[config.mk]
export PLATFORM = sky130hd
export DESIGN_NAME = pwr_en_sequencer
export DESIGN_NICKNAME = d
export VERILOG_FILES = /design/src/rtl/pwr_seq_pkg.sv /design/src/rtl/pwr_pattern_gen.sv /design/src/rtl/pwr_en_sequencer.sv
export SDC_FILE = /design/constraint.sdc
export NUM_CORES = 1
export LEC_CHECK = 0
export ABC_CLOCK_PERIOD_IN_PS = 3720
export BUFFER_PORTS_ARGS = -buffer_cell sky130_fd_sc_hd__clkbuf_2
export CAP_MARGIN = 20
export CORE_UTILIZATION = 45
export CTS_CLUSTER_SIZE = 25
export DETAILED_ROUTE_END_ITERATION = 10
export GPL_ROUTABILITY_DRIVEN = 0
export PLACE_DENSITY_LB_ADDON = 0.2
export SLEW_MARGIN = 25
export SYNTH_ARGS = -nofsm -noshare
export SYNTH_HDL_FRONTEND = slang
export SYNTH_HIERARCHICAL = 1
export SYNTH_SLANG_ARGS = --single-unit
[constraint.sdc]
create_clock -name clk100m -period 3.72 [get_ports clk100m]
set_input_delay 0.558 -clock clk100m [delete_from_list [all_inputs] [get_ports clk100m]]
set_output_delay 0.558 -clock clk100m [all_outputs]
set_load 0.005 [all_outputs]
[src/rtl/pwr_seq_pkg.sv]
// Shared encodings for the power-enable sequencer: activity-pattern modes and FSM states.
package pwr_seq_pkg;

    localparam logic [1:0] MODE_RAMP  = 2'd0;
    localparam logic [1:0] MODE_SWEEP = 2'd1;
    localparam logic [1:0] MODE_ALL   = 2'd2;
    localparam logic [1:0] MODE_RSVD  = 2'd3;

    typedef enum logic [1:0] {
        ST_IDLE = 2'd0,
        ST_GAP  = 2'd1,
        ST_ON   = 2'd2
    } state_e;

endpackage

[src/rtl/pwr_pattern_gen.sv]
// Combinational enable-pattern lookup: thermometer (RAMP), one-hot (SWEEP) or all-on (ALL).
module pwr_pattern_gen
    import pwr_seq_pkg::*;
#(
    parameter int unsigned NUM_MODULES = 32,
    parameter int unsigned STEP_W      = 5
) (
    input  logic [1:0]             mode_i,
    input  logic [STEP_W-1:0]      step_i,
    output logic [NUM_MODULES-1:0] pattern_o
);

    // NOTE: assigning the whole output before the loop keeps every bit driven on every path, so no latch is inferred.
    always_comb begin
        pattern_o = '0;
        for (int i = 0; i < NUM_MODULES; i++) begin
            case (mode_i)
                MODE_RAMP:  pattern_o[i] = (i <= int'(step_i));
                MODE_SWEEP: pattern_o[i] = (i == int'(step_i));
                MODE_ALL:   pattern_o[i] = 1'b1;
                default:    pattern_o[i] = 1'b0;
            endcase
        end
    end

endmodule

[src/rtl/pwr_en_sequencer.sv]
// Steps the user-array power-enable vector through RAMP/SWEEP/ALL patterns with a
// programmed ON dwell and optional all-off gap per step; all outputs are registered.
module pwr_en_sequencer
    import pwr_seq_pkg::*;
#(
    parameter int unsigned NUM_MODULES = 32,
    parameter int unsigned CNT_W       = 32,
    parameter int unsigned STEP_W      = (NUM_MODULES > 1) ? $clog2(NUM_MODULES) : 1
) (
    input  logic                   clk100m,
    input  logic                   rstn,
    input  logic                   start,
    input  logic                   abort,
    input  logic [1:0]             mode,
    input  logic [CNT_W-1:0]       dwell_cycles,
    input  logic [CNT_W-1:0]       gap_cycles,
    output logic [NUM_MODULES-1:0] pwr_en_out,
    output logic [STEP_W-1:0]      step_idx,
    output logic                   step_strobe,
    output logic                   busy,
    output logic                   done
);

    localparam logic [STEP_W-1:0] LAST_STEP = STEP_W'(NUM_MODULES - 1);

    // A programmed dwell of zero still holds the pattern for one cycle.
    function automatic logic [CNT_W-1:0] dwell_load(input logic [CNT_W-1:0] dwell);
        return (dwell == '0) ? '0 : dwell - CNT_W'(1);
    endfunction

    state_e                 state_q, state_d;
    logic [1:0]             mode_q, mode_d;
    logic [CNT_W-1:0]       dwell_q, dwell_d;
    logic [CNT_W-1:0]       gap_q, gap_d;
    logic [CNT_W-1:0]       cnt_q, cnt_d;
    logic [STEP_W-1:0]      step_q, step_d;
    logic [STEP_W-1:0]      step_idx_q, step_idx_d;
    logic [NUM_MODULES-1:0] pwr_en_q, pwr_en_d;
    logic                   strobe_q, strobe_d;
    logic                   busy_q, busy_d;
    logic                   done_q, done_d;

    logic                   is_last;
    logic [1:0]             pat_mode;
    logic [NUM_MODULES-1:0] pattern;

    assign is_last  = (mode_q == MODE_ALL) ? (step_q == '0) : (step_q == LAST_STEP);
    // On the accepting edge the mode register is not loaded yet, so look at the input.
    assign pat_mode = (state_q == ST_IDLE) ? mode : mode_q;

    pwr_pattern_gen #(
        .NUM_MODULES (NUM_MODULES),
        .STEP_W      (STEP_W)
    ) u_pattern (
        .mode_i    (pat_mode),
        .step_i    (step_d),
        .pattern_o (pattern)
    );

    always_comb begin
        state_d    = state_q;
        mode_d     = mode_q;
        dwell_d    = dwell_q;
        gap_d      = gap_q;
        cnt_d      = cnt_q;
        step_d     = step_q;
        step_idx_d = step_idx_q;
        strobe_d   = 1'b0;
        done_d     = 1'b0;

        if (abort) begin
            state_d = ST_IDLE;
            if (state_q != ST_IDLE) begin
                step_d     = '0;
                step_idx_d = '0;
            end
        end else begin
            case (state_q)
                ST_IDLE: begin
                    if (start && (mode != MODE_RSVD)) begin
                        mode_d     = mode;
                        dwell_d    = dwell_cycles;
                        gap_d      = gap_cycles;
                        step_d     = '0;
                        step_idx_d = '0;
                        if (gap_cycles != '0) begin
                            state_d = ST_GAP;
                            cnt_d   = gap_cycles - CNT_W'(1);
                        end else begin
                            state_d  = ST_ON;
                            cnt_d    = dwell_load(dwell_cycles);
                            strobe_d = 1'b1;
                        end
                    end
                end
                ST_GAP: begin
                    if (cnt_q == '0) begin
                        state_d  = ST_ON;
                        cnt_d    = dwell_load(dwell_q);
                        strobe_d = 1'b1;
                    end else begin
                        cnt_d = cnt_q - CNT_W'(1);
                    end
                end
                ST_ON: begin
                    if (cnt_q == '0) begin
                        if (is_last) begin
                            state_d = ST_IDLE;
                            done_d  = 1'b1;
                        end else begin
                            step_d = step_q + STEP_W'(1);
                            if (gap_q != '0) begin
                                state_d = ST_GAP;
                                cnt_d   = gap_q - CNT_W'(1);
                            end else begin
                                cnt_d    = dwell_load(dwell_q);
                                strobe_d = 1'b1;
                            end
                        end
                    end else begin
                        cnt_d = cnt_q - CNT_W'(1);
                    end
                end
                default: state_d = ST_IDLE;
            endcase
        end

        // The visible step number only advances when its ON phase begins.
        if (strobe_d) begin
            step_idx_d = step_d;
        end
        busy_d   = (state_d != ST_IDLE);
        pwr_en_d = (state_d == ST_ON) ? pattern : '0;
    end

    // NOTE: non-blocking assignments make every register sample the pre-edge values, so ordering here does not matter.
    always_ff @(posedge clk100m or negedge rstn) begin
        if (!rstn) begin
            state_q    <= ST_IDLE;
            mode_q     <= MODE_RAMP;
            dwell_q    <= '0;
            gap_q      <= '0;
            cnt_q      <= '0;
            step_q     <= '0;
            step_idx_q <= '0;
            pwr_en_q   <= '0;
            strobe_q   <= 1'b0;
            busy_q     <= 1'b0;
            done_q     <= 1'b0;
        end else begin
            state_q    <= state_d;
            mode_q     <= mode_d;
            dwell_q    <= dwell_d;
            gap_q      <= gap_d;
            cnt_q      <= cnt_d;
            step_q     <= step_d;
            step_idx_q <= step_idx_d;
            pwr_en_q   <= pwr_en_d;
            strobe_q   <= strobe_d;
            busy_q     <= busy_d;
            done_q     <= done_d;
        end
    end

    assign pwr_en_out  = pwr_en_q;
    assign step_idx    = step_idx_q;
    assign step_strobe = strobe_q;
    assign busy        = busy_q;
    assign done        = done_q;

endmodule

==> After elaboration in Yosys (flattened, before gate mapping) <==
Index checks and enable logic that the tools add are counted.
{ "op_classes": {"addsub": 6, "multipliers": 0, "n_div": 0, "magnitude_cmp": 31, "n_eq_ne": 42, "n_shift": 0, "muxes": 75, "n_bitwise": 1, "n_reduce_logical": 19} }
{ "op_table": {"columns": ["op", "n"], "rows": [
  ["32-bit two-way mux", 9],
  ["32-bit by 1-bit subtractor with 32-bit output, second input constant", 5],
  ["32-bit logical NOT", 3],
  ["1-bit one-hot mux with 3 select lines", 32],
  ["32-bit one-hot mux with 3 select lines", 1],
  ["5-bit == test, first input constant", 16],
  ["5-bit less-or-equal comparator, first input constant", 16],
  ["32-bit nonzero test", 2],
  ["5-bit two-way mux", 10],
  ["4-bit by 5-bit == test with 1-bit output, first input constant", 8],
  ["4-bit by 5-bit less-or-equal comparator with 1-bit output, first input constant", 8],
  ["3-bit by 5-bit == test with 1-bit output, first input constant", 4],
  ["3-bit by 5-bit less-or-equal comparator with 1-bit output, first input constant", 4],
  ["2-bit two-way mux", 8],
  ["1-bit two-way mux", 12],
  ["2-bit by 5-bit == test with 1-bit output, first input constant", 2],
  ["2-bit by 5-bit less-or-equal comparator with 1-bit output, first input constant", 2],
  ["5-bit logical NOT", 2],
  ["5-bit one-hot mux with 2 select lines", 1],
  ["3-bit nonzero test", 3],
  ["2-bit == test, second input constant", 4],
  ["2-bit one-hot mux with 3 select lines", 1],
  ["3-bit AND reduction", 2],
  ["5-bit by 1-bit adder with 5-bit output, second input constant", 1],
  ["15 further kinds", 18]
]} }
{ "word_totals": {"ff_bits": 145, "latch_bits": 0, "ram_bits": 0, "romBits": 0, "out_inout_bits": 40, "mem_count": 0} }

==> Logic depth before layout (Yosys ltp) <==
{ "depth": {"depth_word": 9, "depth_mapped": 16, "ltp_nobuf": 14} }

==> By module <==
The synthesis kept the hierarchy.
{ "modules_own_cells": {"columns": ["module", "n_inst", "cells_per_inst", "area_per_inst_um2"], "rows": [
  ["pwr_en_sequencer", 1, 1159, 10153.5],
  ["pwr_pattern_gen", 1, 106, 654.4]
]} }

==> Worst setup path before layout <==
Ideal clock, no wire load.
{ "synth_path": {"kind": "register -> register", "from": "register cnt_q[14]", "to": "register pwr_en_q[22] (netlist: pwr_en_out[22])", "t_arrival_ns": 3.399, "t_required_ns": 3.654, "setup_slack_ns": 0.256, "stages_incl_launch_ff": 14, "path_buffers": 2, "path_cell_list": "dfrtp_1 or4_1 clkbuf_1 nor3_1 nand4_1 nor3_1 xor2_1 a22oi_1 o21ai_0 buf_4 nor2_1 or3_1 o211ai_1 and2_1"} }
{ "synth_via": {"elab_chain_len": 7} }
{ "synth_lines": {"columns": ["item", "line_no", "source"], "rows": [
  ["start, declared", "pwr_en_sequencer.sv:35", "logic [CNT_W-1:0] cnt_q, cnt_d;"],
  ["start signal, assigned", "pwr_en_sequencer.sv:155", "cnt_q <= cnt_d;"],
  ["32-bit logical NOT (*)", "pwr_en_sequencer.sv:106", "if (cnt_q == '0) begin"],
  ["5-bit two-way mux (*)", "pwr_en_sequencer.sv:106", null],
  ["5-bit one-hot mux with 2 select lines (*)", "pwr_en_sequencer.sv:78", "case (state_q)"],
  ["5-bit two-way mux (*)", "pwr_en_sequencer.sv:71", "if (abort) begin"],
  ["named net step_d[3]", "pwr_en_sequencer.sv:36", "logic [STEP_W-1:0] step_q, step_d;"],
  ["5-bit less-or-equal comparator or 5-bit == test (tied branches)", "pwr_pattern_gen.sv:18, pwr_pattern_gen.sv:19", null],
  ["1-bit one-hot mux with 3 select lines (*)", "pwr_pattern_gen.sv:17", "case (mode_i)"],
  ["named net pattern[22]", "pwr_en_sequencer.sv:45", "logic [NUM_MODULES-1:0] pattern;"],
  ["32-bit two-way mux (*)", "pwr_en_sequencer.sv:133", "pwr_en_d = (state_d == ST_ON) ? pattern : '0;"],
  ["named net pwr_en_d[22]", "pwr_en_sequencer.sv:38", "logic [NUM_MODULES-1:0] pwr_en_q, pwr_en_d;"],
  ["end signal, assigned", "pwr_en_sequencer.sv:158", "pwr_en_q <= pwr_en_d;"],
  ["end, declared", "pwr_en_sequencer.sv:38", null]
]} }
Mark *: on every way through the listed nets, which the timed path passes. The rest lies on a longest branch.
A chain may end at the register's enable or synchronous reset.

==> Worst setup path in the final report <==
{ "layout_path": {"from": "register cnt_q[14]", "to": "register pwr_en_q[13] (netlist: pwr_en_out[13])"} }
{ "layout_via": {"elab_chain_len": 7} }
{ "layout_lines": {"columns": ["item", "line_no"], "rows": [
  ["32-bit logical NOT (*)", "pwr_en_sequencer.sv:106"],
  ["5-bit two-way mux (*)", "pwr_en_sequencer.sv:106"],
  ["5-bit one-hot mux with 2 select lines (*)", "pwr_en_sequencer.sv:78"],
  ["5-bit two-way mux (*)", "pwr_en_sequencer.sv:71"],
  ["named net step_d[4]", "pwr_en_sequencer.sv:36"],
  ["4-bit by 5-bit less-or-equal comparator with 1-bit output or 5-bit == test (tied branches)", "pwr_pattern_gen.sv:18, pwr_pattern_gen.sv:19"],
  ["1-bit one-hot mux with 3 select lines (*)", "pwr_pattern_gen.sv:17"],
  ["named net pattern[13]", "pwr_en_sequencer.sv:45"],
  ["32-bit two-way mux (*)", "pwr_en_sequencer.sv:133"],
  ["named net pwr_en_d[13]", "pwr_en_sequencer.sv:38"]
]} }
Marks and branches as above.

==> reports/results.ini <==
[timing]
relSlewSlack_pct = 32.6
setup-violations-final = 0
tightestPinTransition_ps = 1010
layout_setup_ws_ps = 239
fmax_mhz = 287
rsz0062_at_grt = false
fin_tns_setup_ps = 0
hold_slack_ps = 137
finClkSkew_ps = 13.7
hold_viol = 0
post-route-period-util_pct = 93.6
slew_viol_final = 0
fin_crit_ps = 3480

[placement]
post-place-ws_ps = 150
portBuffers = 109
place_hpwl_mm = 26.7
dpl_cell_area_um2 = 11900

[clocking]
clk_pin_slew_worst_paths_ps = 70
htreeDepth = 4
cts_setup_buffers = 0
root_buffer = clkbuf_16
cts_made_buffers = 17
clkSinkCount = 145
cts_buffer_depth = 2
clk_latency_ps = 440
cts_tree = done

[synth]
syn_inst = 1265
synth-async-reset-ratio_pct = 100
synth_nets = 1350
synthesis.area_um2 = 10800
avgSynthCellArea_um2 = 8.54
synth_edf_count = 0
yosysSeqAreaShare_pct = 33.6
ys_warn_count = 6
ys_ff_latch = 145
synth_cell_types = 76
ys.flop_type = dfrtp_1

[power_and_ir_drop]
ir_worst_vdd_mv = 0.292
combPwrFrac_pct = 28.5
switchingPower_uw = 2220
power.internal_uw = 3580
power_density_nw_per_um2 = 462
p_clk_share_pct = 31.1
seqPwrFrac_pct = 40.4
finalPower_uw = 5800
switching_share_pct = 38.3
p_leak_uw = 0.00499

[detailed_routing]
detail-route-antenna-nets = 0
wirelength_mm = 35.5
drc = 0
drt_iter0_markers = 1083
via_per_inst = 6.19
wl_per_cell_um = 20.7
vias = 10600
drt_pre_antenna_iters = 6

[worst_setup_path]
critPathMaxFanout = 19
cp.arrival_ps = 3820
required_ps = 4050
r2r_start = cnt_q[14]
rr_worst_depth = 12
timing.rr.end = pwr_en_out[13]
crit_type = flop to flop
endpoint_kind = flop
rrSetupSlack_ps = 240
start_kind = flop
cp-startpoint = cnt_q[14]

[global_route]
grt-ovfl-total = 0
antenna_found_initial = 0
grt_pass1_wl_mm = 56.0
grt_usage_pct = 29.9
grt_max_degree = 67
grt_pass1_vias = 9898

[layout]
num_antenna_cells = 0
area_growth_syn_to_layout_pct = 16.2
drive_gt1_share_pct = 21.0
fillers = 2310
multi_input_area_um2 = 6810
layout.nets = 1468
stdcell_area_um2 = 12600
layout.area.seq_um2 = 3630

[die]
die_w_um = 157
die_h_um = 157
dieArea_um2 = 24600
start_util_pct = 45.9
num_rows = 56
pin_count = 110
design.core.area_um2 = 23500

[flow_run]
maxCapViolCount = 0

[outcome]
status = completed

[min_path]
hp-class = primary input to asynchronous set/reset pin

[state kept, by name, summed over array words and instances (netlist names)]
| signal | flops |
|---|---|
| step_q | 5 |
| busy | 1 |
| cnt_q | 32 |
| mode_q | 2 |
| pwr_en_out | 32 |
| done | 1 |
| state_q | 2 |
| step_idx | 5 |
| dwell_q | 32 |
| gap_q | 32 |
| step_strobe | 1 |
[cell usage in the layout, fill, tap and decap left out, types with 12 or more instances in the layout]
master	n
dfrtp_1	145
clkbuf_2	108
nor2_1	104
nand2_1	95
o21ai_0	83
xnor2_1	76
mux2_2	66
a21oi_1	61
buf_4	58
xor2_1	53
nor3_1	51
nand3_1	44
nor4_1	43
and2_1	36
or4_1	27
o22ai_1	22
inv_1	20
nand4_1	19
or3_1	18
a22oi_1	17
o31ai_1	17
clkbuf_16	17
nand2b_1	15
ha_1	15
o211ai_1	13
a31oi_1	12
[stage by stage]
| stage | util, % | std cells |
|---|---|---|
| finish | 53.3 | 1715 |
| floorplan | - | 1265 |
| detailed placement | 50.7 | 1683 |
| global route | 53.3 | 1715 |
| CTS | 53.3 | 1715 |
| global placement | 50.7 | 1683 |
[area by class of cell]
cell class,count,area share [%]
clock inverters,15,1.48
well taps,319,3.18
repair buffers,169,8.18
inverters,20,0.598
flip-flops and latches,145,28.9
clock buffers,17,3.39
multi-input cells,1030,54.3
[kinds of logic (layout without fill, tap and decap cells)]
| family | Yosys count | in the layout | share of synthesized area (%) |
|---|---|---|---|
| AOI/OAI and AO/OA | 287 | 287 | 16.8 |
| xor gates and xnor gates | 129 | 129 | 10.5 |
| adders and majority gates | 15 | 15 | 1.74 |
| buffers and inverters | 90 | 221 | 3.61 |
| DFF | 145 | 145 | 33.6 |
| muxes | 71 | 71 | 7.34 |
| and+or+nand+nor | 528 | 528 | 26.5 |
[what timing repair did]
action,4_1_cts,5_1_grt
hold buffers,0,0
endpoints found under the hold margin,0,0
resized for setup,0,1
setup endpoints to repair,0,14
[critical path, cell delays in order (launching register included)]
cell     delay [ps]
dfrtp_1         440
or4_1           560
nor3_1          370
and4_1          280
nand2_1         130
mux2_2          300
a22oi_1         210
o21ai_1          90
buf_4           210
or2_2           340
a31oi_1         190
o32ai_1         110
and2_1          150
[worst max-delay path by stage]
stage / to / slack, ps / cells past startpoint
after floorplan: pwr_en_out[22] / 260 / 13
after CTS: pwr_en_out[13] / 160 / 12
final: pwr_en_out[13] / 240 / 12
after detailed placement: pwr_en_out[13] / 150 / 12
after global placement: cnt_q[4] / 210 / 9
after global routing: pwr_en_out[1] / 10 / 12
[layer usage]
layer / track usage, % / up-vias / wire length [um]
li1: - / 4920 / -
met1: 41.5 / 5037 / 15400
met5: 0 / - / 0
met2: 45.5 / 552 / 15500
met4: 13.3 / 0 / 1370
met3: 5.29 / 100 / 3300
[power groups by stage]
| stage | Sequential (uW) | Clock [uW] | Combinational, uW |
|---|---|---|---|
| finish | 2340 | 1800 | 1650 |
| global route | 2400 | 1880 | 1800 |
| CTS | 2330 | 1820 | 1620 |
| detailed placement | 2360 | 0 | 1600 |
| global placement | 2340 | 0 | 1590 |
| floorplan | 2210 | 0 | 1120 |
[cell usage after synthesis (all sizes together), types with 8 or more instances]
| cell | instances | area [um2] |
|---|---|---|
| dfrtp | 145 | 3630 |
| nor2 | 106 | 400 |
| nand2 | 95 | 357 |
| o21ai | 86 | 430 |
| xnor2 | 76 | 666 |
| mux2 | 66 | 743 |
| a21oi | 61 | 305 |
| nor3 | 54 | 282 |
| xor2 | 53 | 464 |
| clkbuf | 52 | 196 |
| nor4 | 45 | 297 |
| nand3 | 44 | 220 |
| and2 | 36 | 225 |
| or4 | 29 | 225 |
| o22ai | 23 | 144 |
| inv | 20 | 75.1 |
| nand4 | 19 | 119 |
| or3 | 19 | 124 |
| buf | 18 | 119 |
| a22oi | 17 | 128 |
| o31ai | 17 | 128 |
| ha | 15 | 188 |
| nand2b | 15 | 93.8 |
| o211ai | 13 | 97.6 |
| a31oi | 12 | 75.1 |
| nand4b | 11 | 96.3 |
| nor2b | 10 | 62.6 |
| a211oi | 9 | 67.6 |
| nor3b | 9 | 78.8 |
| or2 | 8 | 50.1 |
Note: power is estimated with default switching activity, not from simulation.
